[src/rtl/level_countdown_timer_if.sv]
// Control/status bundle between the game state FSM and the level countdown timer.
//   load         one-cycle pulse: capture start digits and run
//   start_left   BCD tens digit of the start time
//   start_right  BCD ones digit of the start time
//   pause        level: hold the count while high
//   freeze       level: stop and hold the display (win/fail reached)
//   time_left    BCD tens digit remaining
//   time_right   BCD ones digit remaining
//   expired      one-cycle pulse when the count reaches 00
//   running      high while counting
//   warn         low-time indicator
// The master modport is the controlling side (state FSM); the slave modport is the timer.
interface level_countdown_timer_if;
    logic       load;
    logic [3:0] start_left;
    logic [3:0] start_right;
    logic       pause;
    logic       freeze;
    logic [3:0] time_left;
    logic [3:0] time_right;
    logic       expired;
    logic       running;
    logic       warn;

    modport master (
        output load, start_left, start_right, pause, freeze,
        input  time_left, time_right, expired, running, warn
    );

    modport slave (
        input  load, start_left, start_right, pause, freeze,
        output time_left, time_right, expired, running, warn
    );
endinterface

[src/rtl/level_countdown_timer.sv]
// Per-level countdown timer for the password game.
// Loads a two-digit BCD start time on load, decrements once per TICKS_PER_SEC clocks,
// supports pause (prescaler held) and freeze (stop, hold display), and pulses expired
// for one cycle when the count reaches 00. All outputs are registered.
// Ports:
//   clk    system clock, all logic on posedge
//   reset  synchronous active-high reset
//   ctrl   slave side of level_countdown_timer_if (controls in, time/status out)
module level_countdown_timer #(
    parameter int unsigned TICKS_PER_SEC = 100_000_000,
    parameter int unsigned WARN_SECS     = 10
) (
    input logic                    clk,
    input logic                    reset,
    level_countdown_timer_if.slave ctrl
);

    localparam int unsigned PW = (TICKS_PER_SEC > 1) ? $clog2(TICKS_PER_SEC) : 1;
    localparam logic [PW-1:0] LastTick = PW'(TICKS_PER_SEC - 1);
    localparam logic [6:0]    WarnSecs = 7'(WARN_SECS);

    typedef enum logic [1:0] {
        StIdle,
        StRun,
        StPause,
        StExpired
    } state_e;

    state_e        state_q, state_d;
    logic [PW-1:0] presc_q, presc_d;
    logic [3:0]    left_q, left_d;
    logic [3:0]    right_q, right_d;
    logic          expired_q, expired_d;
    logic          running_q, running_d;
    logic          warn_q, warn_d;

    logic [3:0]    load_left;
    logic [3:0]    load_right;
    logic [6:0]    secs_d;

    // Out-of-range BCD inputs saturate at 9.
    assign load_left  = (ctrl.start_left  > 4'd9) ? 4'd9 : ctrl.start_left;
    assign load_right = (ctrl.start_right > 4'd9) ? 4'd9 : ctrl.start_right;

    always_comb begin
        state_d   = state_q;
        presc_d   = presc_q;
        left_d    = left_q;
        right_d   = right_q;
        expired_d = 1'b0;

        if (ctrl.freeze) begin
            state_d = StIdle;
            presc_d = '0;
        end else if (ctrl.load) begin
            // Load beats a coincident wrap: no decrement, no expired pulse from the old count.
            left_d  = load_left;
            right_d = load_right;
            presc_d = '0;
            if (load_left == 4'd0 && load_right == 4'd0) begin
                state_d   = StExpired;
                expired_d = 1'b1;
            end else begin
                state_d = StRun;
            end
        end else begin
            unique case (state_q)
                StIdle: begin
                    presc_d = '0;
                end
                StRun: begin
                    if (ctrl.pause) begin
                        state_d = StPause;
                    end else if (presc_q == LastTick) begin
                        presc_d = '0;
                        if (right_q != 4'd0) begin
                            right_d = right_q - 4'd1;
                        end else if (left_q != 4'd0) begin
                            right_d = 4'd9;
                            left_d  = left_q - 4'd1;
                        end
                        if (left_d == 4'd0 && right_d == 4'd0) begin
                            state_d   = StExpired;
                            expired_d = 1'b1;
                        end
                    end else begin
                        presc_d = presc_q + PW'(1);
                    end
                end
                StPause: begin
                    // Prescaler is held so the partial second resumes where it stopped.
                    if (!ctrl.pause) begin
                        state_d = StRun;
                    end
                end
                StExpired: begin
                    presc_d = '0;
                end
                default: begin
                    state_d = StIdle;
                    presc_d = '0;
                end
            endcase
        end
    end

    // Remaining seconds for the warn compare; max 99 fits in 7 bits.
    assign secs_d = ({3'b000, left_d} << 3) + ({3'b000, left_d} << 1) + {3'b000, right_d};

    always_comb begin
        running_d = (state_d == StRun);
        warn_d    = ((state_d == StRun) || (state_d == StPause)) && (secs_d < WarnSecs);
    end

    always_ff @(posedge clk) begin
        if (reset) begin
            state_q   <= StIdle;
            presc_q   <= '0;
            left_q    <= 4'd0;
            right_q   <= 4'd0;
            expired_q <= 1'b0;
            running_q <= 1'b0;
            warn_q    <= 1'b0;
        end else begin
            state_q   <= state_d;
            presc_q   <= presc_d;
            left_q    <= left_d;
            right_q   <= right_d;
            expired_q <= expired_d;
            running_q <= running_d;
            warn_q    <= warn_d;
        end
    end

    assign ctrl.time_left  = left_q;
    assign ctrl.time_right = right_q;
    assign ctrl.expired    = expired_q;
    assign ctrl.running    = running_q;
    assign ctrl.warn       = warn_q;

endmodule

[src/flat_wrapper.sv]
// flat-port wrapper written by rule: the top's interface ports become plain ports
module level_countdown_timer_flat 
#(
    parameter int unsigned TICKS_PER_SEC = 100_000_000,
    parameter int unsigned WARN_SECS     = 10
)
  (clk, reset, ctrl_load, ctrl_start_left, ctrl_start_right, ctrl_pause, ctrl_freeze, ctrl_time_left, ctrl_time_right, ctrl_expired, ctrl_running, ctrl_warn);
  level_countdown_timer_if ctrl_i ();
  input logic clk;
  input logic reset;
  input wire logic [$bits(ctrl_i.load)-1:0] ctrl_load;
  input wire logic [$bits(ctrl_i.start_left)-1:0] ctrl_start_left;
  input wire logic [$bits(ctrl_i.start_right)-1:0] ctrl_start_right;
  input wire logic [$bits(ctrl_i.pause)-1:0] ctrl_pause;
  input wire logic [$bits(ctrl_i.freeze)-1:0] ctrl_freeze;
  output wire logic [$bits(ctrl_i.time_left)-1:0] ctrl_time_left;
  output wire logic [$bits(ctrl_i.time_right)-1:0] ctrl_time_right;
  output wire logic [$bits(ctrl_i.expired)-1:0] ctrl_expired;
  output wire logic [$bits(ctrl_i.running)-1:0] ctrl_running;
  output wire logic [$bits(ctrl_i.warn)-1:0] ctrl_warn;
  assign ctrl_i.load = ctrl_load;
  assign ctrl_i.start_left = ctrl_start_left;
  assign ctrl_i.start_right = ctrl_start_right;
  assign ctrl_i.pause = ctrl_pause;
  assign ctrl_i.freeze = ctrl_freeze;
  assign ctrl_time_left = ctrl_i.time_left;
  assign ctrl_time_right = ctrl_i.time_right;
  assign ctrl_expired = ctrl_i.expired;
  assign ctrl_running = ctrl_i.running;
  assign ctrl_warn = ctrl_i.warn;
  level_countdown_timer #(.TICKS_PER_SEC(TICKS_PER_SEC), .WARN_SECS(WARN_SECS)) u_core (.clk(clk), .reset(reset), .ctrl(ctrl_i));
endmodule
[config.mk]
export PLATFORM = sky130hd
export DESIGN_NAME = level_countdown_timer_flat
export DESIGN_NICKNAME = d
export VERILOG_FILES = /design/src/rtl/level_countdown_timer_if.sv /design/src/rtl/level_countdown_timer.sv /design/src/flat_wrapper.sv
export SDC_FILE = /design/constraint.sdc
export NUM_CORES = 1
export LEC_CHECK = 0
export CAP_MARGIN = 20
export CELL_PAD_IN_SITES_DETAIL_PLACEMENT = 1
export CELL_PAD_IN_SITES_GLOBAL_PLACEMENT = 2
export CORE_MARGIN = 1
export CORE_UTILIZATION = 37
export DETAILED_ROUTE_END_ITERATION = 10
export PLACE_DENSITY_LB_ADDON = 0.1
export REMOVE_ABC_BUFFERS = 1
export SLEW_MARGIN = 0
export SYNTH_ARGS = -nofsm -noshare
export SYNTH_HDL_FRONTEND = slang
export SYNTH_SLANG_ARGS = --single-unit
[constraint.sdc]
create_clock -name clk -period 5.6 [get_ports clk]
set_clock_uncertainty 0.15 [all_clocks]
set_input_delay 0.56 -clock clk [delete_from_list [all_inputs] [get_ports clk]]
set_output_delay 0.56 -clock clk [all_outputs]
set_load 0.005 [all_outputs]
==> flow_summary.toml <==
[run_status]
status = "complete, no violations"

[synth]
synthMuxAreaShare_pct = 0.793
ys.warnings.count = 0
synthSimpleGateAreaFrac_pct = 33.2
async_flop_share_pct = 0
synth_compound_area_share_pct = 20.2
syn-cell-area_mm2 = 0.00268
seq_area_frac_synth_pct = 29.9
synth_top_family_by_area = "simple AND/OR/NAND/NOR gates"
syn_avg_cell_area_um2 = 7.86
synth-seq-cells = 40
ys_dominant_reg_cell = "dfxtp_1"
synth-xor-area-share_pct = 5.23
synth_edf_count = 0
syn_inst = 341
synth-adder-area-share_pct = 7.56
synth_cell_type_count = 60

[timing]
post-route-period-util_pct = 74.7
maxSlewHeadroom_pct = 53.3
report.final.slew_viol_count = 0
worst_pin_slew_ns = 0.695
finalSetupTns_ns = 0
finalHoldViolCount = 0
fmax_mhz = 239
rsz0062_at_grt = "false"
post-route-min-period_ns = 4.18
setup-violations-final = 0

[placed_design]
portBuffers = 23
place_hpwl_um = 5720
finalWeightedCongestion = 0.813
placed_cell_area_mm2 = 0.00299

[final_layout]
antenna_cells = 0
fin_area_mm2 = 0.00312
area.growth.synth_to_final_pct = 16.4
utilization_pct = 45.2
fin_nets = 389
drive_gt1_share_pct = 6.93

[worst_hold_path]
hold_depth = 1
min_path_type = "flop to flop"
min_to = "u_core.presc_q[26]$_SDFFE_PP0P_"
hold_start = "u_core.presc_q[26]$_SDFFE_PP0P_"

[routing]
vias = 2534
drt-initial-drc-count = 100
via_per_inst = 5.54
firstDrtPassIters = 4
wl_per_cell_um = 16.1
routed_wl_um = 7350
drcViolationCount = 0
drt.antenna.violating_nets = 0

[grt]
grt_start_max_net_pins = 19
first_global_vias = 2551
overflow = 0
grt_pass1_wl_um = 12700
antenna_found_initial = 0
grt_use_total_pct = 21.4

[setup_path]
crit_arrival_ns = 4.21
r2r-start = "u_core.ctrl.time_right[0]$_SDFFE_PP0P_"
ff2ff_path_depth = 15
crit_type = "flop to flop"
timing.rr.end = "u_core.ctrl.warn$_SDFF_PP0_"
crit_required_ns = 5.63
cp-start-kind = "flop"
rrSetupSlack_ns = 1.42
setup.worst_path.end_class = "flop"
worstPathMaxFanout = 9
cp-startpoint = "u_core.ctrl.time_right[0]$_SDFFE_PP0P_"

[die]
start_util_pct = 38.8
die_w_um = 87.1
dieArea_mm2 = 0.00759
row_count = 30
fp.coreArea_mm2 = 0.00691
die_h_um = 87.1
ios = 24

[clock_tree]
clockBufferDepth = 2
cts.sinks = 40
cts_setup_buffers = 0
clock_latency_ns = 0.29
cts_buffers = 5
ctsResizeCount = 0
htree_levels = 2
cts_tree = "built"
path_clk_slew_ns = 0.08
cts_root_buffer = "clkbuf_8"
cts_hold_buf = 0

[flow_run]
maxCapViolCount = 0

[power]
powerDensity_mw_per_mm2 = 218
p_leak_nw = 1.10
irDropWorstVdd_uv = 90.4
## worst max-delay path, cell delays in order (launching register included)
cell and delay [ns]:
dfxtp_1 0.35, inv_1 0.15, ha_1 0.34, nor3b_2 0.53
a21boi_0 0.17, a31oi_1 0.23, nor3_1 0.07, a221o_1 0.37
fa_1 0.54, fa_1 0.48, and2_1 0.19, o21ai_0 0.15
o21ai_0 0.10, nand2_1 0.08, o31a_1 0.14, a211oi_2 0.04
## cells in the mapped netlist (all sizes together) (2+ instances only)
| master | count | area share (%) |
|---|---|---|
| nand4 | 12 | 3.0 |
| and2 | 2 | 0.47 |
| nor3 | 14 | 2.6 |
| nor2 | 46 | 6.4 |
| a211oi | 4 | 1.3 |
| xnor2 | 6 | 2.0 |
| and4 | 3 | 0.98 |
| nand2 | 26 | 3.6 |
| inv | 12 | 1.7 |
| and4bb | 2 | 0.93 |
| a21oi | 21 | 3.9 |
| a31oi | 10 | 2.3 |
| xor2 | 10 | 3.3 |
| buf | 2 | 0.37 |
| dfxtp | 40 | 30 |
| nor3b | 5 | 1.6 |
| or3 | 3 | 0.70 |
| o21ai | 22 | 4.4 |
| o31a | 2 | 0.65 |
| a221o | 3 | 1.1 |
| nor4 | 5 | 2.0 |
| a32oi | 2 | 0.65 |
| o21bai | 2 | 0.70 |
| nand4b | 2 | 0.65 |
| ha | 13 | 6.1 |
| nand3 | 13 | 2.6 |
| clkbuf | 8 | 1.1 |
| fa | 2 | 1.5 |
| or2 | 3 | 0.70 |
| and3 | 10 | 2.3 |
| nor2b | 13 | 3.0 |
| a21o | 3 | 0.84 |
| nand2b | 2 | 0.47 |
## metrics by stage
stage	hold slack [ns]	worst slack [ns]	power, W	instances
after floorplan	0.283	1.89	0.000365	331
after CTS	0.325	1.46	0.000689	457
after global placement	0.305	1.32	0.000407	450
final	0.328	1.42	0.000680	457
after detailed placement	0.310	1.24	0.000408	450
after global routing	0.357	1.08	0.000712	457
## sequential cells by signal, summed over array words and instances (netlist names)
name / count
u_core.presc_q: 27
u_core.ctrl.time_left: 4
u_core.ctrl.time_right: 4
u_core.state_q: 2
u_core.ctrl.expired: 1
u_core.ctrl.running: 1
u_core.ctrl.warn: 1
## per-layer routing
layer / global-route usage (%) / vias to the layer above / part of all wire, %
li1: - / 1284 / -
met1: 31.3 / 1224 / 55
met2: 33.2 / 19 / 43
met5: 0 / - / 0
met4: 5.37 / 0 / 1.0
met3: 2.56 / 7 / 1.3
## cells by family after synthesis
group / count (synthesis)
buf+inv: 22
xor+xnor: 16
flops: 40
fa+ha+maj: 15
mux: 2
simple gates: 164
compound gates: 82
## power breakdown
part	total [W]	switching (W)	internal [W]
Sequential	0.000294	0.00000650	0.000288
Clock	0.000278	0.000102	0.000176
Combinational	0.000108	0.0000599	0.0000482
## cell usage in the layout, fill, tap and decap left out, types with 2 or more instances in the layout
master           count
a32oi_1              2
a221o_1              3
clkbuf_8             5
xnor2_1              6
a211oi_1             3
and4_1               3
nand4b_1             2
nor2_1              46
and2_1               2
nor4_1               3
clkdlybuf4s50_1     23
nand3_1             12
a31oi_1             10
or2_2                3
nand4_1             11
xor2_1              10
nor2b_1             13
nand2b_1             2
and3_1              10
nor3_1              14
bufinv_16            2
o31a_1               2
ha_1                13
a21oi_1             21
inv_1               12
o21ai_0             20
o21ai_2              2
fa_1                 2
nand2_1             26
or3_1                3
nor3b_1              4
dfxtp_1             40
a21o_1               3
## area by class of cell
class / instances / area (um^2)
fillers: 877 / 3790
multi-input cells: 279 / 1800
flip-flops and latches: 40 / 801
repair buffers: 23 / 230
well taps: 96 / 120
clock buffers: 5 / 68.8
clock inverters: 2 / 60.1
inverters: 12 / 45.0
## how the worst max path moves through the flow
stage / endpoint / slack (ns) / cells after the start
finish: u_core.ctrl.warn$_SDFF_PP0_ / 1.42 / 15
global route: u_core.ctrl.warn$_SDFF_PP0_ / 1.08 / 16
CTS: u_core.ctrl.warn$_SDFF_PP0_ / 1.46 / 15
detailed placement: u_core.ctrl.warn$_SDFF_PP0_ / 1.24 / 13
global placement: u_core.ctrl.warn$_SDFF_PP0_ / 1.32 / 13
floorplan: u_core.ctrl.warn$_SDFF_PP0_ / 1.89 / 16
No activity file was read; power rests on OpenSTA's default activity.
